--- src/rtl/karatsuba_seq.sv ---
// Sequential unsigned Karatsuba multiplier: three partial products on one shared
// (W/2+1)-bit multiplier, recombined into the exact 2W-bit product.
module karatsuba_seq #(
  parameter int W = 16
) (
  input  logic           clk,
  input  logic           rst_n,
  input  logic           in_valid,
  output logic           in_ready,
  input  logic [W-1:0]   X,
  input  logic [W-1:0]   Y,
  output logic           out_valid,
  input  logic           out_ready,
  output logic [2*W-1:0] Z
);
  localparam int H = W / 2;

  typedef enum logic [2:0] {IDLE, P_HI, P_LO, P_MID, SUM, DONE} state_t;

  state_t               state_reg, state_next;
  logic [W-1:0]         x_reg, x_next, y_reg, y_next;
  logic [2*H-1:0]       a_reg, a_next, b_reg, b_next;
  logic [2*H+1:0]       c_reg, c_next;
  logic [2*W-1:0]       z_reg, z_next;

  logic [H-1:0]         xh, xl, yh, yl;
  logic [H:0]           mul_a, mul_b;
  logic [2*H+1:0]       prod;
  logic [2*H+1:0]       mid;
  logic [2*W-1:0]       z_sum;
  logic                 accept;

  genvar gi;
  generate
    for (gi = 0; gi < H; gi++) begin : g_split
      assign xl[gi] = x_reg[gi];
      assign xh[gi] = x_reg[gi+H];
      assign yl[gi] = y_reg[gi];
      assign yh[gi] = y_reg[gi+H];
    end
  endgenerate

  assign in_ready  = (state_reg == IDLE) || ((state_reg == DONE) && out_ready);
  assign accept    = in_valid && in_ready;
  assign out_valid = (state_reg == DONE);
  assign Z         = z_reg;

  // Single shared multiplier; operand selection depends only on the state.
  always_comb begin
    mul_a = '0;
    mul_b = '0;
    case (state_reg)
      P_HI:  begin mul_a = {1'b0, xh}; mul_b = {1'b0, yh}; end
      P_LO:  begin mul_a = {1'b0, xl}; mul_b = {1'b0, yl}; end
      P_MID: begin
        mul_a = {1'b0, xh} + {1'b0, xl};
        mul_b = {1'b0, yh} + {1'b0, yl};
      end
      default: ;
    endcase
  end

  assign prod = {{(H+1){1'b0}}, mul_a} * {{(H+1){1'b0}}, mul_b};

  // Middle term is non-negative, evaluated at 2h+2 bits so nothing wraps.
  assign mid   = c_reg - {2'b00, a_reg} - {2'b00, b_reg};
  assign z_sum = {a_reg, {W{1'b0}}}
               + ({{(2*W-2*H-2){1'b0}}, mid} << H)
               + {{(2*W-2*H){1'b0}}, b_reg};

  always_comb begin
    state_next = state_reg;
    x_next     = x_reg;
    y_next     = y_reg;
    a_next     = a_reg;
    b_next     = b_reg;
    c_next     = c_reg;
    z_next     = z_reg;
    if (accept) begin
      x_next = X;
      y_next = Y;
    end
    case (state_reg)
      IDLE:  if (in_valid) state_next = P_HI;
      P_HI:  begin a_next = prod[2*H-1:0]; state_next = P_LO;  end
      P_LO:  begin b_next = prod[2*H-1:0]; state_next = P_MID; end
      P_MID: begin c_next = prod;          state_next = SUM;   end
      SUM:   begin z_next = z_sum;         state_next = DONE;  end
      DONE: begin
        if (out_ready) state_next = in_valid ? P_HI : IDLE;
      end
      default: state_next = IDLE;
    endcase
  end

  always_ff @(posedge clk or negedge rst_n) begin
    if (!rst_n) begin
      state_reg <= IDLE;
      x_reg     <= '0;
      y_reg     <= '0;
      a_reg     <= '0;
      b_reg     <= '0;
      c_reg     <= '0;
      z_reg     <= '0;
    end else begin
      state_reg <= state_next;
      x_reg     <= x_next;
      y_reg     <= y_next;
      a_reg     <= a_next;
      b_reg     <= b_next;
      c_reg     <= c_next;
      z_reg     <= z_next;
    end
  end
endmodule

--- config.mk ---
export PLATFORM = sky130hd
export DESIGN_NAME = karatsuba_seq
export DESIGN_NICKNAME = d
export VERILOG_FILES = /design/src/rtl/karatsuba_seq.sv
export SDC_FILE = /design/constraint.sdc
export NUM_CORES = 1
export LEC_CHECK = 0
export CORE_MARGIN = 2
export CORE_UTILIZATION = 47
export CTS_CLUSTER_SIZE = 24
export DETAILED_ROUTE_END_ITERATION = 10
export HOLD_SLACK_MARGIN = 0.15
export PLACE_DENSITY = 0.69
export SLEW_MARGIN = 15
export SYNTH_ARGS = -nofsm -noshare
export SYNTH_HDL_FRONTEND = slang
export SYNTH_SLANG_ARGS = --single-unit
--- constraint.sdc ---
create_clock -name clk -period 6.2 [get_ports clk]
set_input_delay 1.24 -clock clk [delete_from_list [all_inputs] [get_ports clk]]
set_output_delay 1.24 -clock clk [all_outputs]
set_load 0.005 [all_outputs]
==> out/qor.csv, run 1 <==
metric;value;unit
fin util;0.5712;
post-synthesis cell count;1142;
#FFs+latches synth;117;
top cells by area, synth;dfrtp_1 29%, fa_1 13%, ha_1 11%;
die width;151.8;um
Mapped Area;10270;um2
RSZ-0062 raised after global routing;yes;
ANT cells;0;
max cap viols;0;
TritonCTS buffer count;17;
grt total ovfl;0;
vias per cell;5.410;
Syn-to-layout area delta;20.29;%
# port buffers;69;
Sink Count;117;
Post-Synth Adder-Cell Area;0.2430;
Via Count;8293;
GPL Wtd Cong;0.9160;
Synth async-reset ratio;1.000;
Final setup viols;0;
commonest register cell after synthesis;dfrtp_1;
Fmax achieved;166.2;MHz
final WL;24.22;mm
Post-Syn Nets;1336;
initial core utilization;0.4749;
clk_skew;0.01244;ns
number of flops mapped to enable cells by yosys;0;
# DRC;0;
status;completed;
Hold Path Class;flip-flop to flip-flop;
critical path class;flip-flop to flip-flop;
main combinational cell family by area after synthesis;adder cells;
WP data required;6.50;ns
vias in the first global route;8028;
largest net degree at the start of global routing;63;
hold path start;Z[11];
top cell type by total area after synthesis;dfrtp_1;
Initial DRT Pass Iterations;5;
post-synthesis compound-gate area fraction;0.1705;
top-area cell type share of the netlist area;0.2852;
Synth Area in Simple Gates;0.1443;
CTS Buffer Depth;2;
r2r setup slk;0.18;ns
DP Wirelength;18.82;mm
number of flip-flops under the largest register name;32;
Tmin final;6.016;ns
most frequent cells in the layout;150 x nand2_1, 127 x inv_1, 117 x dfrtp_1;
Max-slew headroom;0.4532;
xor and xnor area share after synthesis;0.03839;
die height;151.8;um
Max Slew Vio Count;0;
number of DRC markers in iteration 0;280;
Final nets;1434;
# IOs;70;
worst r2r src;x_reg[9];
Worst-Skew Late Latency;0.43;ns
crit path DAT;6.31;ns
initial antenna violation count;0;
mux contribution to synthesized area;0.05301;
CTS tree;yes;
row count;54;
CTS HTree Levels;4;
clock-pin slew on the worst setup and hold paths;0.06;ns
Cell variety after synth;65;
DRT antenna net count;0;
post-synthesis sequential area ratio;0.2852;
CP max FO;3;
clk root buf;clkbuf_16;
Slew @ Worst Pin;0.8202;ns
die area;23040;um2
first-pass GRT wire length;39.45;mm
GR Util All Layers;0.2105;
hold slack;0.4668;ns
Core Footprint;21620;um2
Avg Inst Size Synth;8.991;um2
kind of end point of the critical path;flip-flop;
hold_buf cts;0;
Wirelength per Cell;15.80;um
fraction of layout cells with a size suffix above 1;0.1484;
commonest non-fill, non-tap cell in the layout;nand2_1;
critical path startpoint;x_reg[9];
fin crit share;0.9703;
Ys Warns;0;
Worst setup SP type;flip-flop;
Final Hold Fails;0;
final cells by class:
cell class	count	area, um2
sequential	117	2928
timing repair buffer	124	1109
clock buffer	21	460.4
inverter	131	491.7
tap	280	350.3
clock inverter	11	127.6
multi-input combinational	849	6884
fill	1969	9270
per-layer routing:
| metal | up-vias | share of wire | GRT usage | wire length [um] |
|---|---|---|---|---|
| li1 | 4087 | - | - | - |
| met1 | 3993 | 0.45 | 0.2690 | 10850 |
| met2 | 173 | 0.50 | 0.3683 | 12000 |
| met3 | 40 | 0.035 | 0.03137 | 859 |
| met4 | 0 | 0.021 | 0.06720 | 513 |
| met5 | - | 0 | 0 | 0 |
path summary, 6_finish.rpt:
path | to | cells after the start
min in group asynchronous | Z[18] | 1
min reg2reg | Z[11] | 2
max reg2reg | c_reg[15] | 23
max | c_reg[15] | 23
min | Z[11] | 2
max in group asynchronous | x_reg[14] | 2
critical path, cell delays in order (launching register included):
cell and delay [ns]:
dfrtp_1 0.40, ha_1 0.31, a21o_1 0.17, a21oi_2 0.15
o21a_1 0.18, o21bai_2 0.09, mux2_4 0.31, a311o_1 0.40
or2_1 0.26, fa_2 0.46, fa_1 0.48, inv_1 0.05
fa_1 0.50, inv_1 0.05, fa_1 0.49, inv_2 0.04
ha_4 0.21, o21ai_1 0.23, nand2b_4 0.09, a2111oi_4 0.34
o31ai_1 0.11, a21oi_1 0.18, xor2_1 0.28, o21ai_0 0.12
cell families (layout without fill, tap and decap cells):
logic type,Yosys count,in the layout
mux,49,49
compound gates,277,277
simple gates,320,320
xor+xnor,45,45
buf+inv,176,287
fa+ha+maj,158,158
flops,117,117
cell usage after synthesis, types with 11 or more instances:
cell type and instances:
fa_1 69, xnor2_1 26, ha_1 89, mux2_2 39, a21o_1 26, buf_2 11, nor2_1 50, dfrtp_1 117
nor2b_1 13, nor3_1 18, nand2b_1 24, o21ai_0 100, xor2_1 19, inv_1 131, nand2_1 151, clkbuf_1 32
a21oi_1 57, nand3_1 18, o21a_1 13
timing repair:
action | CTS | global route
pin swaps | 1 | 41
buffers inserted | 0 | 3
setup endpoints to repair | 4 | 20
resized for setup | 4 | 57
through the flow:
step | worst slack [ns] | cells | TNS [ns] | cell area, um2
finish | 0.1843 | 1533 | 0 | 12350
global route | -0.09890 | 1533 | -0.4301 | 12350
CTS | 0.007270 | 1530 | 0 | 12120
detailed placement | -0.08645 | 1498 | -0.2880 | 11520
global placement | 0.02120 | 1498 | 0 | 11520
floorplan | 0.2753 | 1142 | 0 | 10270
Power of run 1 is left out: the tool's default activity adds up to more than one toggle a clock period on the data nets, which glitch-free logic cannot reach.
==> run 2: changes to the inputs <==
--- a/config.mk
+++ b/config.mk
@@ -11,6 +11,7 @@
 export DETAILED_ROUTE_END_ITERATION = 10
 export HOLD_SLACK_MARGIN = 0.15
 export PLACE_DENSITY = 0.69
+export SKIP_CTS_REPAIR_TIMING = 1
 export SLEW_MARGIN = 15
 export SYNTH_ARGS = -nofsm -noshare
 export SYNTH_HDL_FRONTEND = slang
==> out/qor.csv, run 2 (synthesis results as in run 1) <==
metric;value;unit
DP Wirelength;18.82;mm
Syn-to-layout area delta;20.53;%
Tmin final;6.013;ns
pre-CTS WS;-0.08645;ns
Max Slew Vio Count;0;
CP max stage cell;fa_1;
# DRC;0;
Initial DRT Pass Iterations;5;
DRT antenna net count;0;
Worst-Skew Late Latency;0.43;ns
vias per cell;5.411;
TritonCTS buffer count;17;
row count;54;
crit-path most repeated cell;fa_1;
max incr delay on CP;0.50;ns
initial core utilization;0.4749;
number of DRC markers in iteration 0;333;
Max-slew headroom;0.4607;
kind of end point of the critical path;flip-flop;
die area;23040;um2
critical path class;flip-flop to flip-flop;
CTS Buffer Depth;2;
Sink Count;117;
Final setup viols;0;
die height;151.8;um
hold slack;0.4666;ns
clk_skew;0.01405;ns
Via Count;8301;
CP max FO;3;
# IOs;70;
worst r2r src;x_reg[9];
number of flip-flops under the largest register name;32;
# port buffers;69;
Wirelength per Cell;15.77;um
Final nets;1435;
die width;151.8;um
WP data required;6.47;ns
vias in the first global route;8023;
GR Util All Layers;0.2105;
Slew @ Worst Pin;0.8090;ns
first-pass GRT wire length;39.45;mm
placed cell areas;11520;um2
grt total ovfl;0;
initial antenna violation count;0;
Final Hold Fails;0;
final cell area excluding filler cells;12380;um2
fin util;0.5724;
ANT cells;0;
Layout fillers;1968;
status;completed;
Worst Hold Path EP;Z[11];
Fmax achieved;166.3;MHz
hold path start;Z[11];
commonest non-fill, non-tap cell in the layout;nand2_1;
most frequent cells in the layout;150 x nand2_1, 127 x inv_1, 117 x dfrtp_1;
fraction of layout cells with a size suffix above 1;0.1515;
buffers and inverters on the worst path;3;
Worst setup SP type;flip-flop;
Hold Path Class;flip-flop to flip-flop;
CTS HTree Levels;4;
fin crit share;0.9699;
clk root buf;clkbuf_16;
crit path DAT;6.28;ns
largest net degree at the start of global routing;63;
FF-to-FF path depth;23;
RSZ-0062 raised after global routing;yes;
clock-pin slew on the worst setup and hold paths;0.06;ns
Top delay family on crit path;adder cells;
GPL Wtd Cong;0.9160;
final WL;24.19;mm
PnR worst setup slack;0.1866;ns
Core Footprint;21620;um2
r2r setup slk;0.19;ns
cell depth of the worst hold path;2;
max cap viols;0;
crit-path cells;ha_1 > a21o_1 > a21oi_2 > o21a_1 > o21bai_2 > mux2_4 > a311o_1 > or2_1 > fa_2 > fa_1 > inv_1 > fa_1 > inv_1 > fa_1 > inv_2 > ha_4 > o21ai_2 > nand2b_4 > a2111oi_4 > o31ai_1 > a21oi_1 > xor2_1 > o21ai_1;
reg-to-reg endpoint;b_reg[15];
CTS tree;yes;
run 2: final cells by class:
| class | instances | area [um2] | area share |
|---|---|---|---|
| clock buffers | 21 | 460.4 | 0.03721 |
| repair buffers | 125 | 1116 | 0.09018 |
| clock inverters | 11 | 127.6 | 0.01031 |
| multi-input cells | 849 | 6902 | 0.5577 |
| well taps | 280 | 350.3 | 0.02831 |
| inverters | 131 | 491.7 | 0.03973 |
| flip-flops and latches | 117 | 2928 | 0.2366 |
run 2: layer usage:
metal,track usage,part of all wire,vias to the layer above
met3,0.03137,0.039,33
met5,0,0,-
met2,0.3685,0.50,169
met4,0.06720,0.020,0
met1,0.2688,0.44,4018
li1,-,-,4081
run 2: worst max-delay path by stage:
stage | start | to | slack (ns) | cells past startpoint
final | x_reg[9] | b_reg[15] | 0.19 | 23
after global routing | x_reg[9] | b_reg[15] | -0.09 | 23
after CTS | y_reg[0] | b_reg[15] | -0.15 | 24
after detailed placement | y_reg[0] | a_reg[15] | -0.09 | 24
after global placement | y_reg[0] | b_reg[15] | 0.02 | 25
after floorplan | y_reg[0] | c_reg[17] | 0.28 | 25
run 2: worst min-delay path, stage by stage, from the launching register on:
cell and delay, ns:
dfrtp_1 0.34, nand2_1 0.05, nand2_1 0.05
run 2: stage by stage:
step / setup TNS [ns] / cells
after floorplan: 0 / 1142
after global placement: 0 / 1498
after detailed placement: -0.2880 / 1498
after CTS: -0.4835 / 1530
after global routing: -0.3643 / 1534
final: 0 / 1534
Power of run 2 is left out for the same reason.
